[config.mk]
export PLATFORM = sky130hd
export DESIGN_NAME = stream_range_tracker
export DESIGN_NICKNAME = d
export VERILOG_FILES = /design/src/rtl/stream_range_tracker.sv
export SDC_FILE = /design/constraint.sdc
export NUM_CORES = 1
export LEC_CHECK = 0
export CAP_MARGIN = 20
export CORE_MARGIN = 2
export CORE_UTILIZATION = 30
export CTS_BUF_LIST = sky130_fd_sc_hd__clkbuf_4 sky130_fd_sc_hd__clkbuf_8
export DETAILED_ROUTE_END_ITERATION = 8
export PLACE_DENSITY = 0.53
export SLEW_MARGIN = 20
export SYNTH_ARGS = -nofsm -noshare
export SYNTH_HDL_FRONTEND = slang
export SYNTH_SLANG_ARGS = --single-unit
[constraint.sdc]
create_clock -name clk -period 4.2 [get_ports clk]
set_clock_uncertainty 0.1 [all_clocks]
set_input_delay 0.42 -clock clk [delete_from_list [all_inputs] [get_ports clk]]
set_output_delay 0.42 -clock clk [all_outputs]
set_load 0.05 [all_outputs]
[src/rtl/stream_range_tracker.sv]
// Streaming extremes tracker: collects up to FRAME_LEN samples per frame and
// presents max, min, range and count on a registered valid/ready output.
module stream_range_tracker #(
  parameter int WIDTH     = 8,
  parameter int FRAME_LEN = 3,
  parameter int SIGNED    = 0,
  localparam int CW       = $clog2(FRAME_LEN + 1)
) (
  input  logic             clk,
  input  logic             rst_n,
  input  logic             clear,
  input  logic [WIDTH-1:0] in_data,
  input  logic             in_valid,
  input  logic             in_last,
  output logic             in_ready,
  output logic [WIDTH-1:0] out_max,
  output logic [WIDTH-1:0] out_min,
  output logic [WIDTH:0]   out_diff,
  output logic [CW-1:0]    out_count,
  output logic             out_valid,
  input  logic             out_ready
);

  typedef enum logic [1:0] {
    EMPTY = 2'd0,
    ACCUM = 2'd1,
    HOLD  = 2'd2
  } state_e;

  state_e           state_q, state_d;
  logic [WIDTH-1:0] max_q, max_d;
  logic [WIDTH-1:0] min_q, min_d;
  logic [WIDTH:0]   diff_q, diff_d;
  logic [CW-1:0]    count_q, count_d;

  function automatic logic greater(input logic [WIDTH-1:0] a, input logic [WIDTH-1:0] b);
    if (SIGNED != 0) greater = ($signed(a) > $signed(b));
    else             greater = (a > b);
  endfunction

  // Widen by one bit so the signed extremes subtract without overflow.
  function automatic logic [WIDTH:0] widen(input logic [WIDTH-1:0] a);
    widen = {((SIGNED != 0) ? a[WIDTH-1] : 1'b0), a};
  endfunction

  always_comb begin
    state_d = state_q;
    max_d   = max_q;
    min_d   = min_q;
    count_d = count_q;
    if (clear) begin
      state_d = EMPTY;
    end else begin
      case (state_q)
        EMPTY: begin
          if (in_valid) begin
            max_d   = in_data;
            min_d   = in_data;
            count_d = CW'(1);
            state_d = (in_last || (FRAME_LEN == 1)) ? HOLD : ACCUM;
          end
        end
        ACCUM: begin
          if (in_valid) begin
            if (greater(in_data, max_q)) max_d = in_data;
            if (greater(min_q, in_data)) min_d = in_data;
            count_d = count_q + CW'(1);
            state_d = (in_last || (count_d == CW'(FRAME_LEN))) ? HOLD : ACCUM;
          end
        end
        HOLD: begin
          if (out_ready) state_d = EMPTY;
        end
        default: state_d = EMPTY;
      endcase
    end
    diff_d = widen(max_d) - widen(min_d);
  end

  always_ff @(posedge clk or negedge rst_n) begin
    if (!rst_n) begin
      state_q <= EMPTY;
      max_q   <= '0;
      min_q   <= '0;
      diff_q  <= '0;
      count_q <= '0;
    end else begin
      state_q <= state_d;
      max_q   <= max_d;
      min_q   <= min_d;
      diff_q  <= diff_d;
      count_q <= count_d;
    end
  end

  assign in_ready  = (state_q != HOLD);
  assign out_valid = (state_q == HOLD);
  assign out_max   = max_q;
  assign out_min   = min_q;
  assign out_diff  = diff_q;
  assign out_count = count_q;

endmodule

==> results of run 1 <==
## power groups by stage
stage,logic [mW],registers [mW],clock network [mW]
detailed placement,1.47,0.500,0
global placement,1.46,0.498,0
global route,1.58,0.511,0.281
CTS,1.47,0.496,0.269
floorplan,0.617,0.919,0
finish,1.46,0.493,0.255
## per-layer routing
metal	up-vias	GRT usage	routed length (um)
met3	5	0.0328	134
li1	704	-	-
met5	-	0	0
met2	28	0.188	1770
met4	0	0.0447	67
met1	626	0.169	1960
## sequential cells by signal (all words and copies together) (netlist names)
name / cells
out_diff: 9
out_max: 8
out_min: 8
out_count: 2
state_q: 2
## cell type report
type,instances,share of cell area
Clock buffer,7,0.0387
Tap cell,75,0.0377
Sequential cell,29,0.292
Timing Repair Buffer,46,0.181
Multi-Input combinational cell,118,0.416
Clock inverter,1,0.00201
Inverter,22,0.0332
## per-stage QoR
| stage | hold WS, ps | setup slack [ps] |
|---|---|---|
| 2_1_floorplan | 24.4 | 809 |
| 5_1_grt | 454 | 219 |
| 4_1_cts | 439 | 527 |
| 6_report | 431 | 558 |
| 3_3_place_gp | 412 | 253 |
| 3_5_place_dp | 420 | 227 |
## logic make-up (layout without fill, tap and decap cells)
| kind of cell | Yosys count | after routing |
|---|---|---|
| compound gates | 35 | 35 |
| flops | 29 | 29 |
| simple gates | 28 | 28 |
| fa+ha+maj | 26 | 26 |
| mux | 25 | 25 |
| buf+inv | 24 | 76 |
| xor+xnor | 4 | 4 |
## path summary, 6_finish.rpt
kind	endpoint	from	slack (ps)	depth (start not counted)
hold reg to reg	out_count[1]$_DFFE_PN0P_	out_count[1]$_DFFE_PN0P_	430	2
setup reg to reg	out_diff[6]$_DFF_PN0_	out_min[3]$_DFF_PN0_	900	13
max in group asynchronous	out_diff[3]$_DFF_PN0_	rst_n	3280	2
min in group asynchronous	out_min[6]$_DFF_PN0_	rst_n	440	2
hold / removal	out_count[1]$_DFFE_PN0P_	out_count[1]$_DFFE_PN0P_	430	2
setup / recovery	out_diff[6]$_DFF_PN0_	in_data[3]	560	15
## critical path, stage by stage
cell and delay, ps:
clkdlybuf4s50_1 540, inv_1 70, ha_1 300, a21o_1 190
a211oi_2 220, o21ai_2 100, o21ai_4 310, mux2i_1 270
ha_1 240, fa_1 230, nor2b_1 60, o21a_1 190
o21ai_0 210, nand2_1 100, a221oi_1 260
## layout by cell type (no fill, tap or decap), types with 3 or more instances in the layout
cell | netlist | routed
buf_4 | 1 | 4
nand2_1 | 5 | 5
o21ai_0 | 5 | 5
o21a_1 | 4 | 4
mux2_2 | 4 | 4
nor2b_1 | 4 | 4
nand3_1 | 6 | 6
nor2_1 | 6 | 6
inv_1 | 22 | 22
clkdlybuf4s50_1 | 0 | 42
a21oi_1 | 7 | 7
mux2i_1 | 17 | 17
clkbuf_8 | 0 | 7
ha_1 | 25 | 25
a21o_1 | 4 | 4
dfrtp_1 | 29 | 29
xnor2_1 | 3 | 3
==> impl_metrics.py, run 1 <==
metrics = {
    "outcome": {
        "status": "finished, final reports clean",
    },
    "die": {
        "rows": 28,
        "core-area_um2": 5990,
        "dieHeight_um": 83.0,
        "dieArea_um2": 6880,
        "io_pins": 43,
        "dieWidth_um": 83.0,
        "start_util": 0.312,
    },
    "timing": {
        "maxSlewHeadroom": 0.665,
        "fin_crit_sh": 0.867,
        "fmax_ghz": 0.275,
        "finalSetupTns_ps": 0,
        "final_hold_viol_count": 0,
        "setup_viol": 0,
        "rsz0062_at_grt": "false",
        "min_period_ps": 3640,
        "worst_pin_slew_ps": 501,
        "finalMaxSlewViolations": 0,
    },
    "logic_synthesis": {
        "ys_top_cells_by_area": "dfrtp_1 (39%), ha_1 (17%), mux2i_1 (9.1%), inv_1 (4.4%), mux2_2 (2.4%)",
        "ys_warn_count": 0,
        "synthMuxAreaShare": 0.143,
        "ys_ff_latch": 29,
        "synthesis.area_um2": 1870,
        "synthCells": 171,
        "synth-xor-area-share": 0.0187,
        "synth_top_family_by_area": "adder cells",
        "synthArstFlopShare": 1.00,
        "syn_nets": 211,
        "ys_types": 39,
        "synth_edf_count": 0,
        "synth_top_area_share": 0.388,
        "syn_area_per_cell_um2": 10.9,
        "synth_fa_ha_area_frac": 0.178,
        "seq_area_frac_synth": 0.388,
        "synth.most_common_cell": "dfrtp_1",
        "synth_ff_type": "dfrtp_1",
        "synth_largest_area_cell": "dfrtp_1",
        "synth_compound_area_frac": 0.134,
        "yosys-top-cells-count": "dfrtp_1 (29), ha_1 (25), inv_1 (22)",
        "synthSimpleGateAreaFrac": 0.0789,
    },
    "pwr": {
        "p_switching_mw": 1.07,
        "internal-power_mw": 1.13,
        "power_frac_clock": 0.116,
        "seqPwrFrac": 0.223,
        "p_total_mw": 2.20,
        "switching_share": 0.487,
        "p_leak_nw": 1.24,
        "ir_worst_vdd_mv": 0.377,
        "powerDensity_nw_per_um2": 885,
        "p_comb_frac": 0.661,
    },
    "detailed_routing": {
        "wirelength_mm": 3.92,
        "final_antenna_net_count": 0,
        "post-route-drc-count": 0,
        "vias_per_cell": 4.57,
        "dr.pass1.iters": 4,
        "routed-via-count": 1363,
        "drt_iter0_drc": 48,
        "wl_per_cell_um": 13.2,
    },
    "global_route": {
        "grt_max_degree": 30,
        "grt_pass1_vias": 1416,
        "grt_pass1_wl_mm": 6.91,
        "grt.total_usage": 0.124,
        "gr-total-overflow": 0,
        "antenna_found_initial": 0,
    },
    "layout": {
        "multi_input_area_um2": 1030,
        "diodes": 0,
        "nets": 262,
        "syn_to_final_growth_pct": 33.0,
        "drive_above_1_share": 0.112,
        "regArea_um2": 726,
        "fin_util": 0.415,
        "nFillCells": 605,
        "fin_cells": 298,
        "stdcell_area_um2": 2490,
    },
    "clock_tree": {
        "cts_tree": "built",
        "numCtsBuffers": 5,
        "clkTransAtPathRegs_ps": 70,
        "post-cts-setup-buffer-count": 0,
        "ctsRootBufferMaster": "clkbuf_8",
        "cts_resized": 0,
        "clk_path_buf_depth": 2,
        "holdBufCountCts": 0,
        "ctsHtreeMaxLevel": 2,
        "numClockSinks": 29,
        "clk_latency_ps": 280,
    },
    "placed_design": {
        "place_area_um2": 2390,
        "port-buffer-count": 42,
        "dp_cells": 290,
        "place_congestion": 0.801,
        "hpwl_mm": 3.12,
    },
    "setup_path": {
        "worstPathMaxFanout": 8,
        "critical_path_class": "in2reg",
        "start_kind": "primary input",
        "worstSetupEndpointType": "register",
        "worstPathArrival_ps": 3720,
        "critPathRequiredTime_ps": 4280,
    },
    "hold_path": {
        "hp-class": "reg2reg",
    },
    "run": {
        "maxCapViolations": 0,
    },
}
(Power assumes the default switching activity.)
==> run 2: changes to the inputs <==
--- a/config.mk
+++ b/config.mk
@@ -5,11 +5,12 @@
 export SDC_FILE = /design/constraint.sdc
 export NUM_CORES = 1
 export LEC_CHECK = 0
-export CAP_MARGIN = 20
+export CAP_MARGIN = 10
 export CORE_MARGIN = 2
 export CORE_UTILIZATION = 30
 export CTS_BUF_LIST = sky130_fd_sc_hd__clkbuf_4 sky130_fd_sc_hd__clkbuf_8
 export DETAILED_ROUTE_END_ITERATION = 8
+export GPL_ROUTABILITY_DRIVEN = 0
 export PLACE_DENSITY = 0.53
 export SLEW_MARGIN = 20
 export SYNTH_ARGS = -nofsm -noshare
==> constraint.sdc (replaced) <==
create_clock -name clk -period 4.05 [get_ports clk]
set_clock_uncertainty 0.1 [all_clocks]
set_input_delay 0.405 -clock clk [delete_from_list [all_inputs] [get_ports clk]]
set_output_delay 0.405 -clock clk [all_outputs]
set_load 0.05 [all_outputs]
==> impl_metrics.py, run 2 (same netlist as run 1, synthesis figures left out) <==
metrics = {
    "pwr": {
        "seqPwrFrac": 0.223,
        "p_leak_nw": 1.25,
        "switching_share": 0.486,
        "p_comb_frac": 0.660,
        "internal-power_mw": 1.17,
        "p_switching_mw": 1.11,
        "powerDensity_nw_per_um2": 916,
        "power_frac_clock": 0.118,
        "ir_worst_vdd_mv": 0.460,
    },
    "global_route": {
        "grt_pass1_wl_mm": 6.69,
        "grt.total_usage": 0.121,
        "antenna_found_initial": 0,
        "grt_max_degree": 30,
        "gr-total-overflow": 0,
        "grt_pass1_vias": 1429,
    },
    "timing": {
        "worst_pin_slew_ps": 501,
        "fin_crit_sh": 0.897,
        "finalMaxSlewViolations": 0,
        "final_hold_viol_count": 0,
        "rsz0062_at_grt": "false",
        "min_period_ps": 3630,
        "fmax_ghz": 0.275,
        "maxSlewHeadroom": 0.665,
        "finalSetupTns_ps": 0,
        "setup_viol": 0,
    },
    "clock_tree": {
        "ctsRootBufferMaster": "clkbuf_8",
        "clk_path_buf_depth": 2,
        "clk_latency_ps": 280,
        "ctsHtreeMaxLevel": 2,
        "post-cts-setup-buffer-count": 0,
        "cts_resized": 0,
        "numClockSinks": 29,
        "clkTransAtPathRegs_ps": 70,
        "numCtsBuffers": 5,
        "cts_tree": "built",
        "holdBufCountCts": 0,
    },
    "layout": {
        "final_common_cell": "clkdlybuf4s50_1",
        "diodes": 0,
        "drive_above_1_share": 0.108,
        "mostFrequentLayoutCells": "clkdlybuf4s50_1 (42), dfrtp_1 (29), ha_1 (25)",
        "fin_util": 0.416,
        "stdcell_area_um2": 2490,
        "largest_register_ffs": 9,
        "syn_to_final_growth_pct": 33.3,
        "nFillCells": 594,
        "nets": 261,
    },
    "detailed_routing": {
        "drt_iter0_drc": 38,
        "post-route-drc-count": 0,
        "vias_per_cell": 4.60,
        "wirelength_mm": 3.92,
        "dr.pass1.iters": 3,
        "wl_per_cell_um": 13.2,
        "final_antenna_net_count": 0,
        "routed-via-count": 1365,
    },
    "placed_design": {
        "hpwl_mm": 3.11,
        "port-buffer-count": 42,
        "place_area_um2": 2390,
    },
    "setup_path": {
        "worstPathArrival_ps": 3720,
        "critPathSlowestCell": "clkdlybuf4s50_1",
        "crit_chain": "clkdlybuf4s50_1, inv_1, ha_1, and4_4, a211oi_2, o21ai_2, o21ai_4, buf_4, mux2i_1, ha_1, nor2b_1, o21a_1, o21ai_0, nand2_1, a221oi_1",
        "max_stage_delay_ps": 530,
        "regToRegEndpoint": "out_diff[6]$_DFF_PN0_",
        "startpoint": "in_data[6]",
        "worstSetupEndpointType": "register",
        "start_kind": "primary input",
        "regToRegSetupSlack_ps": 710,
        "r2r_start": "out_max[6]$_DFF_PN0_",
        "reg2regPathDepth": 14,
        "cp_common_cell": "ha_1",
        "worstPathMaxFanout": 12,
        "critical_path_class": "in2reg",
        "critPathRequiredTime_ps": 4140,
    },
    "die": {
        "dieHeight_um": 83.0,
        "dieWidth_um": 83.0,
        "rows": 28,
        "core-area_um2": 5990,
        "start_util": 0.312,
        "io_pins": 43,
        "dieArea_um2": 6880,
    },
    "hold_path": {
        "hp-class": "in2async",
    },
    "run": {
        "maxCapViolations": 0,
    },
    "outcome": {
        "status": "finished, final reports clean",
    },
}
## run 2: cell types whose count changed in the layout (fill, tap and decap cells not counted), sizes merged
cell  before  now
buf        4    3
## run 2: cell type report
type                    instances  area (um2)  share of cell area
multi-input cells             118        1030               0.415
flip-flops and latches         29         726               0.291
repair buffers                 45         455               0.183
clock buffers                   7        96.3              0.0386
well taps                      75        93.8              0.0376
inverters                      22        82.6              0.0331
clock inverters                 1        5.00             0.00201
## run 2: stage by stage
step / hold slack (ps) / total power [mW] / setup WS (ps) / cells
floorplan: 9.41 / 1.59 / 659 / 171
global route: 440 / 2.47 / 73.5 / 297
detailed placement: 423 / 2.04 / 101 / 289
finish: 413 / 2.28 / 416 / 297
CTS: 428 / 2.32 / 407 / 297
global placement: 411 / 2.04 / 143 / 289
## run 2: how the worst max path moves through the flow
stage	to	slack, ps	cells past startpoint
2_1_floorplan	out_diff[6]$_DFF_PN0_	660	14
6_report	out_diff[6]$_DFF_PN0_	420	15
4_1_cts	out_diff[6]$_DFF_PN0_	410	15
3_3_place_gp	out_diff[6]$_DFF_PN0_	140	15
3_5_place_dp	out_diff[6]$_DFF_PN0_	100	15
5_1_grt	out_diff[6]$_DFF_PN0_	70	15
## run 2: worst max-delay path, delay by kind of cell
family,cells,cell delay (ps)
AOI/OAI and AO/OA,6,1140
buffers and inverters,3,880
adders and majority gates,2,620
and+or+nand+nor,3,460
muxes,1,220
## run 2: layer usage
layer / routed length (um) / vias up / share of wire / global-route usage
met4: 69 / 0 / 0.018 / 0.0492
met5: 0 / - / 0 / 0
met1: 1870 / 631 / 0.48 / 0.152
li1: - / 700 / - / -
met3: 157 / 6 / 0.040 / 0.0368
met2: 1820 / 28 / 0.46 / 0.194
## run 2: power by group through the flow
stage | sequential (mW) | clock (mW) | combinational, mW
2_1_floorplan | 0.954 | 0 | 0.640
3_3_place_gp | 0.516 | 0 | 1.52
3_5_place_dp | 0.518 | 0 | 1.52
4_1_cts | 0.513 | 0.280 | 1.53
5_1_grt | 0.526 | 0.295 | 1.65
6_report | 0.508 | 0.269 | 1.51
